**src/rtl/firebird_regfile_sb.sv**
```systemverilog
// Register file with optional write-through bypass and a one-bit-per-register
// pending-write scoreboard that holds issue on RAW/WAW hazards.
module firebird_regfile_sb #(
  parameter int XLEN   = 32,
  parameter int NREGS  = 32,
  parameter int BYPASS = 1
) (
  input  logic                         clk,
  input  logic                         reset,
  input  logic [$clog2(NREGS)-1:0]     raddr1,
  input  logic [$clog2(NREGS)-1:0]     raddr2,
  output logic [XLEN-1:0]              rdata1,
  output logic [XLEN-1:0]              rdata2,
  output logic                         rbusy1,
  output logic                         rbusy2,
  input  logic                         we,
  input  logic [$clog2(NREGS)-1:0]     waddr,
  input  logic [XLEN-1:0]              wdata,
  input  logic                         issue_valid,
  input  logic [$clog2(NREGS)-1:0]     issue_rd,
  output logic                         issue_ready,
  input  logic                         flush,
  output logic [$clog2(NREGS+1)-1:0]   busy_count
);

  localparam int AW = $clog2(NREGS);
  localparam int CW = $clog2(NREGS+1);

  logic [XLEN-1:0]  regs [NREGS];
  logic [NREGS-1:0] busy;
  logic [NREGS-1:0] busy_next;
  logic [CW-1:0]    count_q;
  logic [CW-1:0]    count_next;

  logic wr_en;
  logic fwd1;
  logic fwd2;
  logic waw;
  logic fire;
  logic set_en;
  logic clr_en;
  logic inc;

  assign wr_en = we && (waddr != '0);
  assign fwd1  = (BYPASS != 0) && wr_en && (waddr == raddr1);
  assign fwd2  = (BYPASS != 0) && wr_en && (waddr == raddr2);

  always_comb begin
    rdata1 = regs[raddr1];
    if (raddr1 == '0)
      rdata1 = '0;
    else if (fwd1)
      rdata1 = wdata;
  end

  always_comb begin
    rdata2 = regs[raddr2];
    if (raddr2 == '0)
      rdata2 = '0;
    else if (fwd2)
      rdata2 = wdata;
  end

  assign rbusy1 = busy[raddr1] && !fwd1;
  assign rbusy2 = busy[raddr2] && !fwd2;

  // The destination clear is sequential, so a same-cycle writeback always
  // resolves the WAW hazard regardless of whether data is forwarded.
  assign waw = busy[issue_rd] && !(we && (waddr == issue_rd));

  // Issue handshake: issue_ready is a pure function of the sources, the
  // destination and the writeback port; it never looks at issue_valid. An
  // instruction is accepted (fire) on a cycle where issue_valid and
  // issue_ready are both high and no flush is in progress.
  assign issue_ready = !rbusy1 && !rbusy2 && !waw;
  assign fire        = issue_valid && issue_ready && !flush;
  assign set_en      = fire && (issue_rd != '0);

  // A writeback clear that coincides with a new issue to the same register
  // is overridden by the set, so it does not count as a clear.
  assign clr_en = wr_en && busy[waddr] && !(set_en && (issue_rd == waddr));
  assign inc    = set_en && !busy[issue_rd];

  always_comb begin
    busy_next = busy;
    if (wr_en)
      busy_next[waddr] = 1'b0;
    if (set_en)
      busy_next[issue_rd] = 1'b1;
    if (flush)
      busy_next = '0;
    busy_next[0] = 1'b0;
  end

  always_comb begin
    count_next = count_q + CW'(inc) - CW'(clr_en);
    if (flush)
      count_next = '0;
  end

  always_ff @(posedge clk or posedge reset) begin
    if (reset) begin
      busy    <= '0;
      count_q <= '0;
    end else begin
      busy    <= busy_next;
      count_q <= count_next;
    end
  end

  always_ff @(posedge clk or posedge reset) begin
    if (reset) begin
      for (int i = 0; i < NREGS; i++)
        regs[i] <= '0;
    end else if (wr_en) begin
      regs[waddr] <= wdata;
    end
  end

  assign busy_count = count_q;

  logic unused_aw;
  assign unused_aw = (AW == 0);

endmodule

```
**config.mk**
```make
export PLATFORM = sky130hd
export DESIGN_NAME = firebird_regfile_sb
export DESIGN_NICKNAME = d
export VERILOG_FILES = /design/src/rtl/firebird_regfile_sb.sv
export SDC_FILE = /design/constraint.sdc
export NUM_CORES = 2
export LEC_CHECK = 0
export BUFFER_PORTS_ARGS = -buffer_cell sky130_fd_sc_hd__buf_2
export CORE_MARGIN = 5
export CORE_UTILIZATION = 60
export CTS_CLUSTER_SIZE = 10
export DETAILED_ROUTE_END_ITERATION = 7
export GPL_ROUTABILITY_DRIVEN = 0
export PLACE_DENSITY = 0.77
export SETUP_SLACK_MARGIN = 0.05
export SLEW_MARGIN = 10
export SYNTH_ARGS = -nofsm -noshare
export SYNTH_HDL_FRONTEND = slang
export SYNTH_SLANG_ARGS = --single-unit
```
**constraint.sdc**
```tcl
create_clock -name clk -period 35 [get_ports clk]
set_input_delay 0 -clock clk [delete_from_list [all_inputs] [get_ports clk]]
set_output_delay 0 -clock clk [all_outputs]
set_load 0.02 [all_outputs]
```
==> results.md <==
- Commonest non-fill, non-tap cell in the layout: dfrtp_1
- Kind of critical path: in -> out
- Worst hold-check path type: in -> async
- Area taken by multi-input logic gates: 0.0301 mm^2
- Post-synthesis area per instance: 14.8 um^2
- Initial Util: 0.604
- Slowest CP cell: buf_4
- Max Fanout on Critical Path: 99
- Comb power frac: 0.218
- Die X: 322 um
- Outcome: complete, no violations
- Max frequency: 0.204 GHz
- Hold buffer count at cts: 41
- Largest net degree at the start of global routing: 156
- DRC viols: 0
- Htree depth: 3
- Switching part of the total: 0.275
- Synth Flop Type: dfrtp_1
- Final setup fails: 0
- Cells after synthesis: 3939
- Total CTS buffers: 119
- Layout cell share with drive strength beyond 1: 0.508
- Async S/R FF share, synth: 1.00
- Clock sink total: 1061
- Power per cell area: 55.5 mW/mm^2
- Area delta synth->final: 8.32%
- Setup crit start kind: input pin
- RSZ-0062 raised after global routing: no
- Placed cell count: 4953
- Worst Path Required: 35.00 ns
- Via count: 37600
- Critical-path cell list: buf_8, buf_4, buf_12, buf_4, mux2i_1, a221oi_1, nor2_1, o211ai_1, nand3_1, a21oi_1, buf_2
- Core area: 0.0966 mm^2
- Commonest cells after routing, fill and taps aside: 1061 x dfrtp_1, 995 x mux2_2, 555 x mux4_2
- Final critical-path share of the clock period: 0.140
- Die area: 0.104 mm^2
- Net switching power: 966 uW
- Fin nets: 3903
- Top cell by count, worst path: buf_4
- Synth Register Bits: 1061
- Initial DRC count: 4221
- Setup Fix Bufs, Post-CTS: 0
- Critical path capture point type: output port
- Setup Skew: 0.0166 ns
- DRT antenna net count: 0
- DP HPWL: 88300 um
- TritonCTS clock tree: done
- Internal power: 2540 uW
- Synth cell types: 54
- Clk Latency, worst-skew pair: 0.71 ns
- Yosys synthesis warning count: 0
- Clock transition at path regs: 0.05 ns
- PortBufs: 129
- Crit path DAT: 4.89 ns
- IO Pins: 130
- P_leak: 0.0274 uW
- Sequential area share after synthesis: 0.455
- Non-Filler Instances: 5143
- FF/Latch Area: 0.0266 mm^2
- First-pass GRT wire length: 256000 um
- Clock network power share: 0.319
- Root buffer cell: clkbuf_16
- Initial antenna violation count: 4
- Post-CTS resize count: 0
- Die Y-Extent: 322 um
- Via density: 7.32
- Number of synthesized flops with an enable pin: 0
- Max stage delay on crit path: 0.81 ns
- Gr ovfl total: 0
- Clock tree buffer depth: 3
- GR Util All Layers: 0.328
- Min Tclk post-route: 4.89 ns
- WL per Instance: 32.9 um
- Max-cap violations: 0
- Drt total wl: 169000 um
- VDD IR max: 41.0 uV
- Sequential power share: 0.463
- Vias in the first global route: 39400
- Final hold vios: 0
- # fillers: 6689
- Final Slew Violations: 0
- Synth Net Count: 4003
- Worst-margin pin slew: 1.14 ns
- Cell area after synthesis: 0.0583 mm^2
- Max-slew headroom at the worst pin: 0.237
- Post-route setup TNS: 0 ns
- Total power: 3510 uW
- Site row count: 114
- DR pass1 iterations: 5
==> worst paths after layout <==
check | depth (start not counted) | slack, ns | start | endpoint
max in group asynchronous | 5 | 32.48 | reset | regs[878]
min in group clk | 5 | 0.15 | waddr[3] | regs[576]
hold reg to reg | 0 | 0.40 | regs[1011] | regs[1011]
hold / removal | 3 | 0.04 | reset | regs[1015]
setup / recovery | 11 | 30.11 | raddr2[0] | rdata2[9]
setup reg to reg | 15 | 31.37 | busy[11] | busy_count[4]
==> cells in the mapped netlist, drive strengths merged (6+ instances only) <==
cell	count	area, um^2
nand2b	6	37.5
inv	14	52.6
dfrtp	1061	26600
nor2b	31	194
mux2	996	11200
mux2i	184	1840
xnor2	10	87.6
or3b	13	114
buf	192	962
o21ai	41	205
xor2	10	87.6
a21oi	38	190
o211ai	18	135
mux4	555	12500
nand2	78	293
o31ai	31	378
nor2	106	398
nand3b	19	143
nor3	10	50.1
a211oi	69	518
clkbuf	263	987
a221oi	50	438
nand3	60	300
ha	6	75.1
a22oi	42	315
==> power groups by stage <==
stage | clock network (uW) | logic [uW] | registers [uW]
2_1_floorplan | 0 | 614 | 1580
3_3_place_gp | 0 | 735 | 1620
3_5_place_dp | 0 | 755 | 1630
4_1_cts | 1130 | 763 | 1610
5_1_grt | 1180 | 818 | 1650
6_report | 1120 | 763 | 1620
==> flip-flops by register name (all words and copies together) (netlist names) <==
register	count
regs	1024
busy_count	6
busy	31
==> kinds of logic (layout without fill, tap and decap cells) <==
| logic type | after synthesis | count (layout) | synth area share |
|---|---|---|---|
| XOR/XNOR | 20 | 20 | 0.00300 |
| buffers and inverters | 469 | 395 | 0.0343 |
| flip-flops | 1061 | 1061 | 0.455 |
| other | 0 | 2 | 0 |
| multiplexers | 1735 | 1735 | 0.438 |
| AO/OA/AOI/OAI | 302 | 302 | 0.0392 |
| adder cells (fa/ha/maj) | 7 | 7 | 0.00163 |
| AND/OR/NAND/NOR | 345 | 345 | 0.0288 |
==> per-layer routing <==
layer  routed length (um)  GRT usage  share of wire  vias up
met3                16600     0.0768          0.098      503
met2                80000      0.519           0.47     2030
met4                 8670      0.143          0.051        4
li1                     -          -              -    15000
met1                63900      0.444           0.38    20100
met5                   34          0        0.00020        -
==> area by class of cell <==
cell class,instances,area share
timing repair buffer,234,0.0263
sequential,1061,0.420
clock buffer,141,0.0499
antenna,2,0.0000792
clock inverter,6,0.00174
multi-input combinational,2409,0.476
inverter,14,0.000950
tap,1276,0.0253
==> critical path: cells and delay by family <==
kind / cells / cell delay [ns]
AND/OR/NAND/NOR: 2 / 0.17
AO/OA/AOI/OAI: 3 / 1.24
multiplexers: 1 / 0.18
buffers and inverters: 5 / 2.99
==> stage by stage <==
step,hold WS [ns],util,worst slack [ns],instance area [um^2]
after global routing,0.162,0.654,29.56,63200
after floorplan,0.152,-,5.13,58300
final,0.0420,0.655,30.11,63200
after CTS,0.0797,0.654,30.15,63200
after detailed placement,0.272,0.616,30.16,59500
after global placement,0.270,0.616,30.23,59500
Power figures use the tool's default switching activity.
